$ cat src/rtl/i2c_master_rw.sv
// I2C master: one START / address+R/W / N data bytes / STOP transaction per command.
// Open-drain pads: *_oe=1 pulls the line low, 0 releases it.
module i2c_master_rw #(
    parameter int unsigned DIV   = 4,
    parameter int unsigned LEN_W = 4
) (
    input  logic             clk,
    input  logic             reset,
    input  logic             start,
    input  logic [6:0]       addr,
    input  logic             rw,
    input  logic [LEN_W-1:0] len,
    input  logic [7:0]       tx_data,
    output logic             tx_req,
    output logic [7:0]       rx_data,
    output logic             rx_valid,
    output logic             busy,
    output logic             done,
    output logic             ack_err,
    output logic             scl_oe,
    output logic             sda_oe,
    input  logic             sda_in
);

    localparam int unsigned CNT_W = (DIV > 1) ? $clog2(DIV) : 1;

    typedef enum logic [3:0] {
        S_IDLE,
        S_START,
        S_ADDR,
        S_ADDR_ACK,
        S_WR_BYTE,
        S_WR_ACK,
        S_RD_BYTE,
        S_RD_ACK,
        S_STOP
    } state_t;

    state_t           state;
    state_t           state_n;
    logic [CNT_W-1:0] div_cnt;
    logic [1:0]       quarter;
    logic [2:0]       bit_cnt;
    logic [7:0]       tx_sr;
    logic [6:0]       rx_sr;
    logic [LEN_W-1:0] len_cnt;
    logic             rw_q;
    logic             ack_bit;

    logic accept;
    logic q_end;
    logic bit_end;
    logic byte_end;
    logic sample;
    logic first_byte_clk;
    logic last_byte;
    logic byte_state;

    assign accept         = start && (state == S_IDLE);
    assign q_end          = (div_cnt == CNT_W'(DIV - 1));
    assign bit_end        = q_end && (quarter == 2'd3);
    assign byte_end       = bit_end && (bit_cnt == 3'd7);
    assign sample         = q_end && (quarter == 2'd2);
    assign first_byte_clk = (div_cnt == '0) && (quarter == 2'd0) && (bit_cnt == 3'd0);
    assign last_byte      = (len_cnt == LEN_W'(1));
    assign byte_state     = (state == S_ADDR) || (state == S_WR_BYTE) || (state == S_RD_BYTE);

    // State register
    always_ff @(posedge clk) begin
        if (reset) state <= S_IDLE;
        else       state <= state_n;
    end

    // Next-state: every non-idle state advances only on a bit boundary
    always_comb begin
        state_n = state;
        unique case (state)
            S_IDLE:     if (accept)   state_n = S_START;
            S_START:    if (bit_end)  state_n = S_ADDR;
            S_ADDR:     if (byte_end) state_n = S_ADDR_ACK;
            S_ADDR_ACK: if (bit_end) begin
                if (ack_bit || (len_cnt == '0)) state_n = S_STOP;
                else if (rw_q)                  state_n = S_RD_BYTE;
                else                            state_n = S_WR_BYTE;
            end
            S_WR_BYTE:  if (byte_end) state_n = S_WR_ACK;
            S_WR_ACK:   if (bit_end) begin
                if (ack_bit || last_byte) state_n = S_STOP;
                else                      state_n = S_WR_BYTE;
            end
            S_RD_BYTE:  if (byte_end) state_n = S_RD_ACK;
            S_RD_ACK:   if (bit_end) begin
                if (last_byte) state_n = S_STOP;
                else           state_n = S_RD_BYTE;
            end
            S_STOP:     if (bit_end)  state_n = S_IDLE;
            default:                  state_n = S_IDLE;
        endcase
    end

    // Quarter-period timing: DIV clks per quarter, 4 quarters per bit, 8 bits per byte
    always_ff @(posedge clk) begin
        if (reset || (state == S_IDLE)) begin
            div_cnt <= '0;
            quarter <= 2'd0;
            bit_cnt <= 3'd0;
        end else begin
            if (q_end) begin
                div_cnt <= '0;
                quarter <= quarter + 2'd1;
            end else begin
                div_cnt <= div_cnt + CNT_W'(1);
            end
            if (bit_end && byte_state) bit_cnt <= bit_cnt + 3'd1;
        end
    end

    // Datapath: command latch, shift registers, ACK sampling, byte counter, pulses
    always_ff @(posedge clk) begin
        if (reset) begin
            tx_sr    <= '0;
            rx_sr    <= '0;
            rx_data  <= '0;
            rx_valid <= 1'b0;
            done     <= 1'b0;
            ack_err  <= 1'b0;
            len_cnt  <= '0;
            rw_q     <= 1'b0;
            ack_bit  <= 1'b0;
        end else begin
            rx_valid <= 1'b0;
            done     <= (state == S_STOP) && bit_end;

            if (accept) begin
                tx_sr   <= {addr, rw};
                rw_q    <= rw;
                len_cnt <= len;
                ack_err <= 1'b0;
            end

            // The byte is taken from tx_data in the tx_req clk itself, so the
            // first bit on SDA comes straight from tx_data (see sda_oe decode).
            if ((state == S_WR_BYTE) && first_byte_clk)
                tx_sr <= tx_data;
            else if (((state == S_ADDR) || (state == S_WR_BYTE)) && bit_end)
                tx_sr <= {tx_sr[6:0], 1'b0};

            if (((state == S_ADDR_ACK) || (state == S_WR_ACK)) && sample) begin
                ack_bit <= sda_in;
                if (sda_in) ack_err <= 1'b1;
            end

            if ((state == S_RD_BYTE) && sample) begin
                rx_sr <= {rx_sr[5:0], sda_in};
                if (bit_cnt == 3'd7) begin
                    rx_data  <= {rx_sr, sda_in};
                    rx_valid <= 1'b1;
                end
            end

            if ((((state == S_WR_ACK) && !ack_bit) || (state == S_RD_ACK)) && bit_end
                && (len_cnt != '0))
                len_cnt <= len_cnt - LEN_W'(1);
        end
    end

    // Pad and handshake decode from the current state and quarter
    always_comb begin
        scl_oe = 1'b0;
        sda_oe = 1'b0;
        tx_req = 1'b0;
        busy   = (state != S_IDLE);
        unique case (state)
            S_IDLE: ;
            S_START: begin
                scl_oe = (quarter == 2'd3);
                sda_oe = quarter[1];
            end
            S_ADDR: begin
                scl_oe = ~quarter[1];
                sda_oe = ~tx_sr[7];
            end
            S_ADDR_ACK, S_WR_ACK, S_RD_BYTE: begin
                scl_oe = ~quarter[1];
            end
            S_WR_BYTE: begin
                scl_oe = ~quarter[1];
                tx_req = first_byte_clk;
                sda_oe = first_byte_clk ? ~tx_data[7] : ~tx_sr[7];
            end
            S_RD_ACK: begin
                scl_oe = ~quarter[1];
                sda_oe = ~last_byte;
            end
            S_STOP: begin
                scl_oe = ~quarter[1];
                sda_oe = (quarter != 2'd3) || (div_cnt < CNT_W'(DIV / 2));
            end
            default: ;
        endcase
    end

endmodule

$ cat config.mk
export PLATFORM = sky130hd
export DESIGN_NAME = i2c_master_rw
export DESIGN_NICKNAME = d
export VERILOG_FILES = /design/src/rtl/i2c_master_rw.sv
export SDC_FILE = /design/constraint.sdc
export NUM_CORES = 1
export LEC_CHECK = 0
export BUFFER_PORTS_ARGS = -buffer_cell sky130_fd_sc_hd__buf_2
export CORE_ASPECT_RATIO = 1.5
export CORE_MARGIN = 4
export CORE_UTILIZATION = 60
export CTS_CLUSTER_SIZE = 25
export DETAILED_ROUTE_END_ITERATION = 7
export GPL_ROUTABILITY_DRIVEN = 0
export GPL_TIMING_DRIVEN = 0
export PLACE_DENSITY = 0.87
export SLEW_MARGIN = 30
export SYNTH_ARGS = -nofsm -noshare
export SYNTH_HDL_FRONTEND = slang
export SYNTH_SLANG_ARGS = --single-unit
$ cat constraint.sdc
create_clock -name clk -period 2.5 [get_ports clk]
set_input_delay 0.25 -clock clk [delete_from_list [all_inputs] [get_ports clk]]
set_output_delay 0.25 -clock clk [all_outputs]
set_load 0.01 [all_outputs]
After elaboration in Yosys (flattened, before gate mapping)
Cells that the tools add are included.
{"block": "word_totals", "word_cells": 111, "reg_bits": 43, "input_bits": 24}
{"block": "op_classes", "reduce_logical": 38, "mux": 27, "bitwise": 5, "order_cmp": 1, "n_eq_ne": 23, "n_addsub": 4}
{"op": "4-bit 2-to-1 mux", "n": 14}
{"op": "4-bit case mux with 9 select lines", "n": 1}
{"op": "8-bit 2-to-1 mux", "n": 3}
{"op": "2-bit inequality test, second input constant", "n": 10}
{"op": "4-bit by 3-bit == test with 1-bit output, second input constant", "n": 4}
{"op": "1-bit logical AND", "n": 15}
{"op": "9-bit AND reduction", "n": 1}
{"op": "4-bit by 1-bit == test with 1-bit output, second input constant", "n": 2}
{"op": "4-bit by 2-bit == test with 1-bit output, second input constant", "n": 2}
{"op": "4-bit zero test", "n": 2}
{"op": "1-bit logical OR", "n": 8}
{"op": "4-bit nonzero test", "n": 2}
{"op": "7-bit OR reduction", "n": 1}
{"op": "2-bit == test, second input constant", "n": 3}
{"op": "1-bit 2-to-1 mux", "n": 6}
{"op": "1-bit NOT", "n": 5}
{"op": "1-bit case mux with 5 select lines", "n": 1}
{"op": "2-bit by 1-bit adder with 2-bit output, second input constant", "n": 2}
{"op": "4-bit == test, second input constant", "n": 1}
{"op": "2-bit zero test", "n": 2}
{"op": "2-bit OR reduction", "n": 2}
{"op": "4-bit by 1-bit subtractor with 4-bit output, second input constant", "n": 1}
{"op": "3-bit by 1-bit adder with 3-bit output, second input constant", "n": 1}
{"op": "3-bit == test, second input constant", "n": 1}
{"op": "8 further kinds", "n": 8}

Logic depth before layout (Yosys ltp)
{"block": "depth", "depth_word": 6, "mapped_depth": 8, "depth_no_buf": 7}

Worst setup path before layout
OpenSTA, ideal clock, no wires.
{"block": "synth_timing", "path_type": "register to register", "start": "reg quarter[1]", "end": "reg tx_sr[1]", "setup_slack_ns": 0.815, "synth_period_minus_slack_ns": 1.685, "arrival_time_ns": 1.568, "n_path_buf": 1, "stages_incl_launch_ff": 7, "setup_time_ns": 0.117, "cell_sequence": "dfxtp_1 -> ha_1 -> nor4bb_1 -> buf_2 -> nand2_1 -> nor4b_4 -> a32o_1"}
{"block": "synth_via", "elab_chain_cells": 5, "elab_cells_between_ends": 10, "cone_classes": "eq/ne (1); mux (2); reduce/logical (7)"}
{"item": "start, declared", "line_no": "42", "source": "logic [1:0] quarter;"}
{"item": "start signal, assigned", "line_no": "110", "source": "quarter <= quarter + 2'd1;"}
{"item": "2-bit == test or 2-bit zero test (tied branches)", "line_no": "61, 64"}
{"item": "1-bit logical AND, on equally long branches", "line_no": "61, 64"}
{"item": "1-bit logical AND, on equally long branches", "line_no": "145, 64"}
{"item": "8-bit 2-to-1 mux or 1-bit logical AND (tied branches)", "line_no": "145, 143"}
{"item": "8-bit 2-to-1 mux or 3-bit nonzero test (tied branches)"}
{"item": "end signal, assigned", "line_no": "135", "source": "tx_sr <= {addr, rw};"}
{"item": "end signal, assigned", "line_no": "144", "source": "tx_sr <= tx_data;"}
{"item": "end signal, assigned", "line_no": "146", "source": "tx_sr <= {tx_sr[6:0], 1'b0};"}
{"item": "end, declared", "line_no": "44", "source": "logic [7:0] tx_sr;"}
Parallel ways exist; a longest one is shown, timed or not.
A chain may end at the register's enable or synchronous reset.

Worst setup path in the final report
{"block": "layout_timing", "start": "reg state[0]", "end": "out scl_oe"}
{"block": "layout_via", "elab_chain_cells": 3, "elab_cells_between_ends": 10, "cone_classes": "eq/ne (8); mux (1); reduce/logical (1)"}
{"item": "start, declared", "line_no": "39", "source": "state_t state;"}
{"item": "start signal, assigned", "line_no": "71", "source": "else state <= state_n;"}
{"item": "4-bit by 2-bit == test with 1-bit output, or another cell as far along", "line_no": "173", "source": "unique case (state)"}
{"item": "7-bit OR reduction (no source line)"}
{"item": "1-bit case mux with 2 select lines (*)", "line_no": "173"}
{"item": "end, declared", "line_no": "20", "source": "output logic scl_oe,"}
Every way passes the cells marked *; elsewhere a longest branch is shown, timed or not.

==> results.md <==
- The flow ran to the end, and the final reports show no timing, DRC or antenna violations.
- The clock drives 43 sinks.
- The static leakage power is 0.00112 uW.
- After clock tree synthesis, the clock-pin slew on the worst setup and hold paths is 0.08 ns.
- The maximum number of pins on one net before global-route repair is 14.
- The Yosys warning count is 0.
- Wires add up to approximately 5300 microns.
- The most instantiated flip-flop cell in the synthesis netlist is dfxtp_1.
- The initial antenna violation count is 0.
- The total power divided by cell area is slightly below 800 nW/um^2.
- After detailed routing, the number of remaining DRC violations is 0.
- The synthesized area per cell is 9.10 sq um.
- In this run the post-CTS setup repair buffer count came out at 0.
- The maximum operating frequency is 467 MHz.
- The top-level I/O count is 39.
- The number of buffers inserted during clock tree synthesis is 5.
- The number of rows in the core area is 27.
- The synthesized netlist cell count is 260.
- Counting instances, the worst hold path has a depth of 3.
- The start of the worst register-to-register path is quarter[1].
- The global-route total usage across every layer is 21.9%.
- The number of hold violations in the final report came to 0.
- The worst clock skew is 0.00284 ns.
- The root cell of the clock tree is clkbuf_8.
- The post-cts gate resize count is 0.
- During placement, the flow inserted port buffers numbering 37.
- Leaving out filler cells and counting taps, the final layout contains between 300 and 400.
- In this run the standard cell core region covers 3750 sq um.
- The global route total overflow is 0.
- Of the cells placed in the final design, the portion with a size suffix greater than 1 is 22.7%.
- After the first detailed-routing iteration, the DRC count stood at just over 70.
- The combined area of the multi-input logic cells is 1350 sq um.
- Counting the fill cells in the layout gives ~310.
- The count of final max-slew check failures is 0.
- The first global-routing pass estimated roughly 8700 microns of wire.
- The level count of the clock H-tree is 2.
- The post-synthesis simple-gate area fraction is 25.0%.
- The die extent in y is 84.9 microns.
- The worst min-delay path endpoint is tx_sr[0].
- The required time at the worst-slack endpoint is 2.25 ns.
- In this run, placement finished with an instance count of 340.
- The portion of the post-synthesis area used by sequential elements is 36.4%.
- The worst pin sits at a relative slew slack of about two thirds.
- The initial core utilization is 63.1%.
- The summed negative setup slack over all endpoints is 0 ns.
- Measured along the x axis, the die boundary spans approximately 59 microns.
- The number of iterations in the first detailed-routing pass is 4.
- The final critical path time including I/O delays and setup is approximately 2.1 ns.
- Timing analysis after detailed placement gives a worst setup slack of just under 0.5 ns.
- STA classifies the critical path endpoint as an output pin.
- In this run the remaining antenna-violating nets after routing total 0.
- The worst path meets setup with 0.357 ns of slack.
- Summed over its instances, the top area cell type makes up 36.4% of the synthesized netlist area.
- The number of synthesized register bits is between 40 and 50.
- At the pin with the least slew margin, the transition time is 0.529 ns.
- The total via count in the routed design is 2064.
- The worst-case clock buffer depth is 2.
- Registers take 861 sq um.
- The die covers 5030 sq um.
- The synthesized-area fraction occupied by ao, oa, aoi and oai cells is roughly 16%.
- After detailed routing, the number of vias per cell comes to 5.95.
- The setup slack on the worst flop-to-flop path is ~0.46 ns.
- The adder and majority cell fraction of the synthesized area is 5.29%.
- The worst setup path is launched from a register.
- The total standard cell area after synthesis is approximately 2400 sq um.
- The startpoint of the most critical hold path is tx_data[0].
- Counting distinct cell types in the post-synthesis netlist gives 56.
- Setup repair after global routing left no endpoint under its margin.
- The top cell types in the final layout, fill and taps aside, are buf_2 (47), dfxtp_1 (43), nor2_1 (27), mux2i_1 (19), nand3_1 (16).
- Data on the critical path arrives at its endpoint at 1.89 ns.
- Cells fill 72.3% of the core in the end.
- The net count reported at finish is approximately 340.
- Setup violations remaining at the end of the flow were counted as 0.
- The post-synthesis share of cell area spent on xor and xnor gates is 2.17%.
- Across the run, the number of max-cap violations was 0.
- In the final routed layout, each cell accounts on average for 15.3 microns.
- For this design, the CTS-stage hold fixing added 0 buffers.
- The via count of the first global-routing pass is 2004.
- The share of the cycle needed by the critical path after routing is 85.7%.
- The number of flops mapped to enable cells by yosys is 0.
- The cell taking the most area after synthesis is dfxtp_1.
- Once detailed placement completed, the half-perimeter wirelength came to 4060 microns.
- The tightest hold path in the finished design has a slack of 0.209 ns.
- The endpoint of the worst-slack reg-to-reg timing path is tx_sr[7].
- The maximum ir drop on the vdd rail is 0.587 mV.
- The number of antenna diodes in the final layout is 0.
- The path depth of the worst reg2reg path is 6.
- By area, the combinational part of the netlist is dominated by simple AND/OR/NAND/NOR gates.
- The clock reaches the later pin of the worst-skew pair after around 0.30 ns.
- In the post-synthesis netlist, the biggest area contributors are dfxtp_1 (36%), mux2i_1 (8.0%), ha_1 (5.3%), nor2_1 (4.3%), nand3_1 (3.4%).
- The worst min-delay path category is input port to register.
- The most common library cell in the layout ignoring fill and taps is buf_2.
- The fraction of synthesized area in multiplexers is 8.99%.
- TritonCTS built the clock tree.
- Along the worst path, the maximum fanout reaches 10.
- From synthesis to final layout, the design area changed by 14.6%.
- The worst setup path is of the register to output pin kind.
- The share of flip-flops with an asynchronous set or reset is 0%.
- When the netlist entered floorplanning its net count stood at 294.
layout make-up:
type                       count  share of cell area [%]
tap                           43                    1.99
inverter                      12                    1.75
buffer                        18                    3.79
clock inverter                 2                    1.39
sequential                    43                    31.8
multi-input combinational    187                    50.0
clock buffer                   5                    2.54
timing repair buffer          37                    6.83
worst max-delay path: stages, from the launching register on:
cell and delay, ns:
dfxtp_1 0.38, buf_6 0.17, buf_2 0.18, nor3_1 0.27
nand2_1 0.13, a21oi_1 0.19, a31o_2 0.13, buf_2 0.13
per-layer routing:
metal,track usage [%],vias up,wire (microns)
met3,3.96,12,294
met4,8.87,0,134
li1,-,1022,-
met5,0,-,0
met1,22.5,953,2010
met2,41.4,77,2870
cell families (layout without fill, tap and decap cells):
| group | Yosys count | count (layout) |
|---|---|---|
| simple gates | 101 | 101 |
| compound gates | 50 | 50 |
| flops | 43 | 43 |
| buf+inv | 30 | 74 |
| mux | 21 | 21 |
| fa+ha+maj | 10 | 10 |
| xor+xnor | 5 | 5 |
metrics by stage:
stage / power (uW) / instance area (sq um)
global route: 2260 / 2710
global placement: 1600 / 2600
finish: 2150 / 2710
floorplan: 1420 / 2360
detailed placement: 1620 / 2600
CTS: 2150 / 2710
worst max path at each step:
stage	startpoint	end	depth (start not counted)
2_1_floorplan	quarter[1]	tx_sr[1]	6
3_3_place_gp	quarter[1]	tx_sr[1]	6
3_5_place_dp	quarter[1]	tx_sr[7]	6
4_1_cts	state[0]	scl_oe	7
5_1_grt	state[0]	scl_oe	7
6_report	state[0]	scl_oe	7
state kept, by name, indices dropped and copies added, names as in the netlist:
register,cells
rx_data,8
tx_sr,8
rx_sr,7
len_cnt,4
state,4
bit_cnt,3
div_cnt,2
quarter,2
ack_bit,1
ack_err,1
done,1
rw_q,1
rx_valid,1
report_power, final:
group | switching (uW) | internal (uW)
clock | 240 | 292
sequential | 53.3 | 753
combinational | 486 | 325
synthesized netlist by cell type (4+ instances only):
cell,instances
buf_2,10
clkbuf_1,4
a211oi_1,4
inv_1,10
dfxtp_1,43
nor3_1,5
nand2_1,13
nand2b_1,12
nor2_1,27
mux2i_1,19
a21oi_1,11
ha_1,10
o21ai_0,9
a32o_1,7
nand3_1,16
Note: power is estimated with default switching activity, not from simulation.
